[src/rtl/uart_baud_if.sv]
// uart_baud_if: control and tick bundle between the UART top and the baud generator.
//   master : UART top; drives enable/load/div_int/div_frac/sync_clr, receives ticks
//   slave  : uart_baud_gen; receives controls, drives tick_os/tick_bit/div_zero
interface uart_baud_if #(
    parameter int unsigned DIV_WIDTH = 16,
    parameter int unsigned FRAC_BITS = 4
);
    logic                 enable;
    logic                 load;
    logic [DIV_WIDTH-1:0] div_int;
    logic [FRAC_BITS-1:0] div_frac;
    logic                 sync_clr;
    logic                 tick_os;
    logic                 tick_bit;
    logic                 div_zero;

    modport master (
        output enable, load, div_int, div_frac, sync_clr,
        input  tick_os, tick_bit, div_zero
    );

    modport slave (
        input  enable, load, div_int, div_frac, sync_clr,
        output tick_os, tick_bit, div_zero
    );
endinterface

[src/rtl/uart_baud_gen.sv]
// uart_baud_gen: programmable fractional baud tick generator.
// Each oversample period lasts div_int or div_int+1 enabled cycles, chosen by a
// fractional accumulator so the long-run period is div_int + div_frac/2^FRAC_BITS.
//   clk, reset_n      : clock, synchronous active-low reset
//   bus.enable        : count enable (counters hold when low)
//   bus.load          : latch div_int/div_frac and restart counters
//   bus.sync_clr      : restart counters, keep divisor
//   bus.tick_os       : one-cycle oversample tick
//   bus.tick_bit      : one-cycle bit tick, every OVERSAMPLE-th tick_os
//   bus.div_zero      : latched integer divisor is zero, generator stalled
module uart_baud_gen #(
    parameter int unsigned DIV_WIDTH        = 16,
    parameter int unsigned FRAC_BITS        = 4,
    parameter int unsigned OVERSAMPLE       = 16,
    parameter int unsigned DEFAULT_DIV_INT  = 325,
    parameter int unsigned DEFAULT_DIV_FRAC = 8
) (
    input  logic       clk,
    input  logic       reset_n,
    uart_baud_if.slave bus
);
    localparam int unsigned OS_W  = (OVERSAMPLE > 1) ? $clog2(OVERSAMPLE) : 1;
    localparam int unsigned CMP_W = DIV_WIDTH + 1;

    logic [DIV_WIDTH-1:0] div_int_r;
    logic [FRAC_BITS-1:0] div_frac_r;
    logic [DIV_WIDTH-1:0] cnt;
    logic [FRAC_BITS-1:0] frac_acc;
    logic [OS_W-1:0]      os_cnt;
    logic                 tick_os;
    logic                 tick_bit;
    logic                 div_zero;

    logic [FRAC_BITS:0]   sum_c;
    logic                 carry_c;
    logic [CMP_W-1:0]     term_c;
    logic                 at_term_c;
    logic                 os_last_c;

    // Terminal count for the current period; one bit wider so div_int=max plus carry fits.
    always_comb begin
        sum_c     = {1'b0, frac_acc} + {1'b0, div_frac_r};
        carry_c   = sum_c[FRAC_BITS];
        term_c    = {1'b0, div_int_r} + CMP_W'(carry_c);
        at_term_c = (({1'b0, cnt} + CMP_W'(1)) == term_c);
        os_last_c = (os_cnt == OS_W'(OVERSAMPLE - 1));
    end

    // Divisor latch, period counter, fractional accumulator and oversample counter.
    always_ff @(posedge clk) begin
        if (!reset_n) begin
            div_int_r  <= DIV_WIDTH'(DEFAULT_DIV_INT);
            div_frac_r <= FRAC_BITS'(DEFAULT_DIV_FRAC);
            div_zero   <= (DEFAULT_DIV_INT == 0);
            cnt        <= '0;
            frac_acc   <= '0;
            os_cnt     <= '0;
            tick_os    <= 1'b0;
            tick_bit   <= 1'b0;
        end else if (bus.load) begin
            div_int_r  <= bus.div_int;
            div_frac_r <= bus.div_frac;
            div_zero   <= (bus.div_int == '0);
            cnt        <= '0;
            frac_acc   <= '0;
            os_cnt     <= '0;
            tick_os    <= 1'b0;
            tick_bit   <= 1'b0;
        end else if (bus.sync_clr) begin
            cnt        <= '0;
            frac_acc   <= '0;
            os_cnt     <= '0;
            tick_os    <= 1'b0;
            tick_bit   <= 1'b0;
        end else if (bus.enable && !div_zero) begin
            if (at_term_c) begin
                cnt      <= '0;
                frac_acc <= sum_c[FRAC_BITS-1:0];
                tick_os  <= 1'b1;
                if (os_last_c) begin
                    os_cnt   <= '0;
                    tick_bit <= 1'b1;
                end else begin
                    os_cnt   <= os_cnt + OS_W'(1);
                    tick_bit <= 1'b0;
                end
            end else begin
                cnt      <= cnt + DIV_WIDTH'(1);
                tick_os  <= 1'b0;
                tick_bit <= 1'b0;
            end
        end else begin
            // Disabled or stalled on a zero divisor: hold counters, no ticks.
            tick_os  <= 1'b0;
            tick_bit <= 1'b0;
        end
    end

    assign bus.tick_os  = tick_os;
    assign bus.tick_bit = tick_bit;
    assign bus.div_zero = div_zero;
endmodule

[src/flat_wrapper.sv]
// flat-port wrapper written by rule: the top's interface ports become plain ports
module uart_baud_gen_flat 
#(
    parameter int unsigned DIV_WIDTH        = 16,
    parameter int unsigned FRAC_BITS        = 4,
    parameter int unsigned OVERSAMPLE       = 16,
    parameter int unsigned DEFAULT_DIV_INT  = 325,
    parameter int unsigned DEFAULT_DIV_FRAC = 8
)
  (clk, reset_n, bus_enable, bus_load, bus_div_int, bus_div_frac, bus_sync_clr, bus_tick_os, bus_tick_bit, bus_div_zero);
  uart_baud_if #(.DIV_WIDTH(DIV_WIDTH), .FRAC_BITS(FRAC_BITS)) bus_i ();
  input  logic clk;
  input  logic reset_n;
  input wire logic [$bits(bus_i.enable)-1:0] bus_enable;
  input wire logic [$bits(bus_i.load)-1:0] bus_load;
  input wire logic [$bits(bus_i.div_int)-1:0] bus_div_int;
  input wire logic [$bits(bus_i.div_frac)-1:0] bus_div_frac;
  input wire logic [$bits(bus_i.sync_clr)-1:0] bus_sync_clr;
  output wire logic [$bits(bus_i.tick_os)-1:0] bus_tick_os;
  output wire logic [$bits(bus_i.tick_bit)-1:0] bus_tick_bit;
  output wire logic [$bits(bus_i.div_zero)-1:0] bus_div_zero;
  assign bus_i.enable = bus_enable;
  assign bus_i.load = bus_load;
  assign bus_i.div_int = bus_div_int;
  assign bus_i.div_frac = bus_div_frac;
  assign bus_i.sync_clr = bus_sync_clr;
  assign bus_tick_os = bus_i.tick_os;
  assign bus_tick_bit = bus_i.tick_bit;
  assign bus_div_zero = bus_i.div_zero;
  uart_baud_gen #(.DIV_WIDTH(DIV_WIDTH), .FRAC_BITS(FRAC_BITS), .OVERSAMPLE(OVERSAMPLE), .DEFAULT_DIV_INT(DEFAULT_DIV_INT), .DEFAULT_DIV_FRAC(DEFAULT_DIV_FRAC)) u_core (.clk(clk), .reset_n(reset_n), .bus(bus_i));
endmodule
[config.mk]
export PLATFORM = sky130hd
export DESIGN_NAME = uart_baud_gen_flat
export DESIGN_NICKNAME = d
export VERILOG_FILES = /design/src/rtl/uart_baud_if.sv /design/src/rtl/uart_baud_gen.sv /design/src/flat_wrapper.sv
export SDC_FILE = /design/constraint.sdc
export NUM_CORES = 1
export LEC_CHECK = 0
export ABC_CLOCK_PERIOD_IN_PS = 4000
export CORE_AREA = 8 8 84 86
export DETAILED_ROUTE_END_ITERATION = 8
export DIE_AREA = 0 0 92 94
export PLACE_DENSITY = 0.79
export SYNTH_ARGS = -nofsm -noshare
export SYNTH_HDL_FRONTEND = slang
export SYNTH_SLANG_ARGS = --single-unit
[constraint.sdc]
create_clock -name clk -period 4 [get_ports clk]
set_input_delay 0.8 -clock clk [delete_from_list [all_inputs] [get_ports clk]]
set_output_delay 0.8 -clock clk [all_outputs]
set_load 0.05 [all_outputs]
# After elaboration in Yosys (flattened, before gate mapping)
# Index checks and enable logic that the tools add are counted.
# word_totals
elab_cells,29
input_bits,25
register_bits,47
# op_classes
reduce_logical,7
eq_ne,2
n_bitwise,3
addsub,5
mux,4
# op_table
cell,count
16-bit by 1-bit adder with 17-bit output,1
16-bit by 1-bit adder with 17-bit output (second input constant),1
17-bit equality test,1
16-bit by 1-bit adder with 16-bit output (second input constant),1
16-bit logical NOT,1
16-bit two-way mux,1
4-bit by 4-bit adder with 5-bit output,1
5-bit OR reduction,1
4-bit by 1-bit adder with 4-bit output (second input constant),1
4-bit equality test (second input constant),1
4-bit two-way mux,1
4-bit OR reduction,1
1-bit NOT,3
3-bit OR reduction,1
1-bit two-way mux,2
2-bit AND reduction,1
1-bit logical AND,1
1-bit logical NOT,1

# Depth between registers and ports, before layout
# Gate-level depths: netlist of run 1.
# depth
depth_word,5
ltp_mapped,16
mapped_depth_nobuf,14

# Least setup slack after synthesis of run 1
# OpenSTA, ideal clock, no wires.
# synth_timing
path_kind,register to register
start,reg u_core.frac_acc[0]
end,reg u_core.cnt[11]
stages_incl_launch_ff,17
synth_period_minus_slack_ns,3.433
arrival_time_ns,3.369
path_buffers,2
setup_slack_ns,0.567
setup_ns,0.064
path_cell_list,dfxtp_1 -> ha_1 -> fa_1 -> a21o_1 -> a21o_1 -> ha_1 -> ha_1 -> and4_1 -> nor4bb_1 -> xnor2_1 -> xor2_1 -> a31o_2 -> nand4_1 -> buf_2 -> nand2_1 -> buf_2 -> nor2_1
# synth_via
elab_chain_cells,4
# synth_lines
element,line_no,rtl
from (decl),uart_baud_gen.sv:28,logic [FRAC_BITS-1:0] frac_acc;
from (signal assigned),uart_baud_gen.sv:78,frac_acc <= sum_c[FRAC_BITS-1:0];
4-bit by 4-bit adder with 5-bit output,uart_baud_gen.sv:42,"sum_c = {1'b0, frac_acc} + {1'b0, div_frac_r};"
16-bit by 1-bit adder with 17-bit output,uart_baud_gen.sv:44,"term_c = {1'b0, div_int_r} + CMP_W'(carry_c);"
17-bit equality test,uart_baud_gen.sv:45,"at_term_c = (({1'b0, cnt} + CMP_W'(1)) == term_c);"
16-bit two-way mux,uart_baud_gen.sv:76,if (at_term_c) begin
to (signal assigned),uart_baud_gen.sv:88,cnt <= cnt + DIV_WIDTH'(1);
to (decl),uart_baud_gen.sv:27,logic [DIV_WIDTH-1:0] cnt;
# Every way passes these cells.
# A chain may end at the register's enable or synchronous reset.

# Worst setup path after layout of run 1
# layout_timing
start,reg u_core.frac_acc[0]
end,reg u_core.os_cnt[0]
# layout_via
elab_chain_cells,4
# layout_lines
element,line_no,rtl
4-bit by 4-bit adder with 5-bit output,uart_baud_gen.sv:42,
16-bit by 1-bit adder with 17-bit output,uart_baud_gen.sv:44,
17-bit equality test,uart_baud_gen.sv:45,
2-bit AND reduction (no source line),n/a,
to (signal assigned),uart_baud_gen.sv:84,os_cnt <= os_cnt + OS_W'(1);
to (decl),uart_baud_gen.sv:29,logic [OS_W-1:0] os_cnt;
# Every way passes these cells.

==> flow_metrics.tcl, run 1 <==
set metrics [dict create \
    clock-sinks 47 \
    clock_skew_ns 0.00468 \
    p_leak_nw 1.27 \
    h-tree-depth 2 \
    cts-root-buf "clkbuf_8" \
    ys_seq_area_share_pct 33.3 \
    power.total_mw 0.941 \
    path_depth 15 \
    hold_buffers 0 \
    rows 28 \
    synth-simple-area-share_pct 28.5 \
    path_cells "ha_1 > fa_1 > a21o_1 > a21o_1 > ha_1 > ha_2 > and4_1 > nor4bb_1 > xnor2_1 > xor2_1 > a31o_2 > nand4_1 > buf_6 > a311o_1 > a21oi_1" \
    grt_start_max_net_pins 24 \
    antenna_found_initial 0 \
    register_area_sq_um 941 \
    grt_use_met1_pct 17.8 \
    timing.rr.start "u_core.frac_acc[0]" \
    syn_area_sq_mm 0.00282 \
    drt-pass1-iter-count 4 \
    hold_depth 2 \
    timing.rr.end "u_core.os_cnt[0]" \
    fillers 541 \
    drt_iter0_drc 154 \
    synth_mux_area_share_pct 8.86 \
    initial_utilization_pct 49.2 \
    n_antenna_cell 0 \
    drc 0 \
    rsz0062_at_grt "false" \
    cts_buffer_depth 2 \
    synth_top_family_by_area "simple AND/OR/NAND/NOR gates" \
    synth.avg_cell_area_sq_um 8.61 \
    synth_area_leaders "dfxtp_1 33%, xnor2_1 9.0%, mux2i_1 8.9%, xor2_1 6.5%, nor2_1 4.3%" \
    synthTopCellsByCount "47 x dfxtp_1, 32 x nor2_1, 30 x nand2_1, 29 x xnor2_1, 25 x mux2i_1" \
    cts.clk_slew.worst_paths_ns 0.08 \
    fin_setup_tns_ns 0 \
    ant_nets 0 \
    routabilityCongestion 0.924 \
    rrSetupSlack_ns 0.29 \
    post-route-min-period_ns 3.71 \
    drt_wl_total_um 6390 \
    yosysTopAreaCell "dfxtp_1" \
    cts_tree "yes" \
    critPathCapture "u_core.os_cnt[0]" \
    reg2regPathDepth 15 \
    cts_buffers 5 \
    min_period_over_period_pct 92.7 \
    ys.warnings.count 0 \
    synth_nets 363 \
    crit_arrival_ns 3.93 \
    drive_above_1_share_pct 4.26 \
    placeableCoreArea_sq_mm 0.00575 \
    maxSlewViolCount 0 \
    grt_usage_pct 15.3 \
    die_w_um 92 \
    tightest_slew_ns 0.682 \
    critPathTopFamily "adder cells" \
    yosysMostFrequentCell "dfxtp_1" \
    synthFlopType "dfxtp_1" \
    routedWlPerCell_um 15.0 \
    synthAdderAreaFrac_pct 4.70 \
    io_buffers 27 \
    synth_cells 328 \
    via_per_inst 5.57 \
    slew_headroom_pct 54.4 \
    fmax_ghz 0.270 \
    cp_num_buf_inv 1 \
    via_count 2380 \
    overflow 0 \
    grt_pass1_wl_um 10700 \
    peakVddDrop_mv 0.209 \
    grt_most_used_layer "met2" \
    end_kind "register" \
    worst_ep_required_time_ns 4.23 \
    status "completed" \
    synth_edf_count 0 \
    post-dp-hpwl_um 4980 \
    crit_path_start "u_core.frac_acc[0]" \
    slowest_delay_ns 0.46 \
    ios 28 \
    critical_path.max_fanout 8 \
    layout.nets 387 \
    worstSkewPairLatency_ns 0.30 \
    use_met3_pct 4.08 \
    cap_viol_max_count 0 \
    yosys_register_bits 47 \
    grt_pass1_vias 2289 \
    crit_type "reg -> reg" \
    crit_slowest_cell "fa_1" \
    hold_viol 0 \
    dieArea_sq_mm 0.00865 \
    met2_usage_pct 26.3 \
    async_flop_share_pct 0 \
    p_per_area_mw_per_mm2 288 \
    synth-compound-area-share_pct 4.79 \
    finalSetupViolCount 0 \
    syn_to_final_growth_pct 15.8 \
    multiInputGateArea_sq_mm 0.00181 \
    synthXorXnorAreaFrac_pct 17.1 \
    hp-class "reg -> reg" \
    startpoint_type "register" \
    ys_types 41 \
    netlist.area_leader.share_pct 33.3 \
    die_h_um 94 \
]
==> registers in the layout (all words and copies together) (netlist names) <==
signal,cells
u_core.bus.div_zero,1
u_core.bus.tick_bit,1
u_core.bus.tick_os,1
u_core.cnt,16
u_core.div_frac_r,4
u_core.div_int_r,16
u_core.frac_acc,4
u_core.os_cnt,4
==> worst reg2reg max path: stages (launching register included) <==
cell and delay [ns]:
dfxtp_1 0.33, ha_1 0.23, fa_1 0.46, a21o_1 0.20, a21o_1 0.19, ha_1 0.21, ha_2 0.21, and4_1 0.23
nor4bb_1 0.14, xnor2_1 0.23, xor2_1 0.19, a31o_2 0.19, nand4_1 0.18, buf_6 0.20, a311o_1 0.31, a21oi_1 0.14
==> power breakdown <==
| group | total (mW) | switching (mW) | internal (mW) |
|---|---|---|---|
| sequential | 0.496 | 0.0165 | 0.480 |
| clock | 0.341 | 0.158 | 0.183 |
| combinational | 0.104 | 0.0456 | 0.0579 |
| total | 0.941 | 0.220 | 0.721 |
==> worst min-delay path by stage <==
stage,startpoint,end,slack [ns]
3_5_place_dp,u_core.div_frac_r[3],u_core.div_frac_r[3],0.48
4_1_cts,u_core.os_cnt[3],u_core.os_cnt[3],0.51
3_3_place_gp,u_core.div_frac_r[3],u_core.div_frac_r[3],0.48
5_1_grt,u_core.div_frac_r[3],u_core.div_frac_r[3],0.54
6_report,u_core.div_frac_r[3],u_core.div_frac_r[3],0.51
2_1_floorplan,u_core.div_frac_r[3],u_core.div_frac_r[3],0.45
==> cell families (layout without fill, tap and decap cells) <==
logic type,count (synthesis),in the layout
XOR/XNOR,52,52
AND/OR/NAND/NOR,154,154
flip-flops,47,47
AO/OA/AOI/OAI,21,21
adder cells (fa/ha/maj),10,10
buffers and inverters,19,43
multiplexers,25,25
==> final cells by class <==
cell class | instances | area share [%]
well taps | 75 | 2.87
repair buffers | 31 | 9.30
multi-input cells | 262 | 55.4
clock buffers | 6 | 2.22
clock inverters | 1 | 0.918
inverters | 5 | 0.574
flip-flops and latches | 47 | 28.8
==> per-stage QoR <==
stage	hold WS, ns	instances	setup WS, ns	cell area [sq um]	util [%]
floorplan	0.446	328	0.567	2820	-
global route	0.539	427	0.0453	3270	56.9
global placement	0.477	419	0.320	3150	54.9
finish	0.512	427	0.291	3270	56.9
CTS	0.509	426	0.172	3250	56.6
detailed placement	0.484	419	0.207	3150	54.9
==> routing by layer <==
metal	vias up	part of all wire [%]
met2	69	48
met1	1118	44
li1	1185	-
met3	8	5.6
met4	0	1.8
met5	-	0
==> repair_timing <==
action | 4_1_cts | 5_1_grt
resized for setup | 0 | 3
buffers inserted | 0 | 1
endpoints found under the setup margin | 0 | 14
==> placed cells by master, fill, tap and decap left out, types with 2 or more instances in the layout <==
master            n
ha_1              8
buf_4             3
nand3_1          17
and2_1            2
o21ai_0           4
nand2b_1          3
xnor2_1          29
a21oi_1           7
nor2b_1          16
xor2_1           21
xnor3_1           2
mux2i_1          25
nor4_1           13
a21o_1            3
and4_1            3
clkdlybuf4s50_1  27
nor2_1           32
a22oi_1           2
and3_1            9
nand2_1          29
nor3_1            9
dfxtp_1          47
inv_1             5
nand4_1          10
clkbuf_8          5
Note: power is estimated with default switching activity, not from simulation.
==> run 2, diff against run 1 <==
- ABC_CLOCK_PERIOD_IN_PS: 4000 -> default
==> results of run 2 <==
No change in the layout: final DEF, timing and power equal those of run 1.
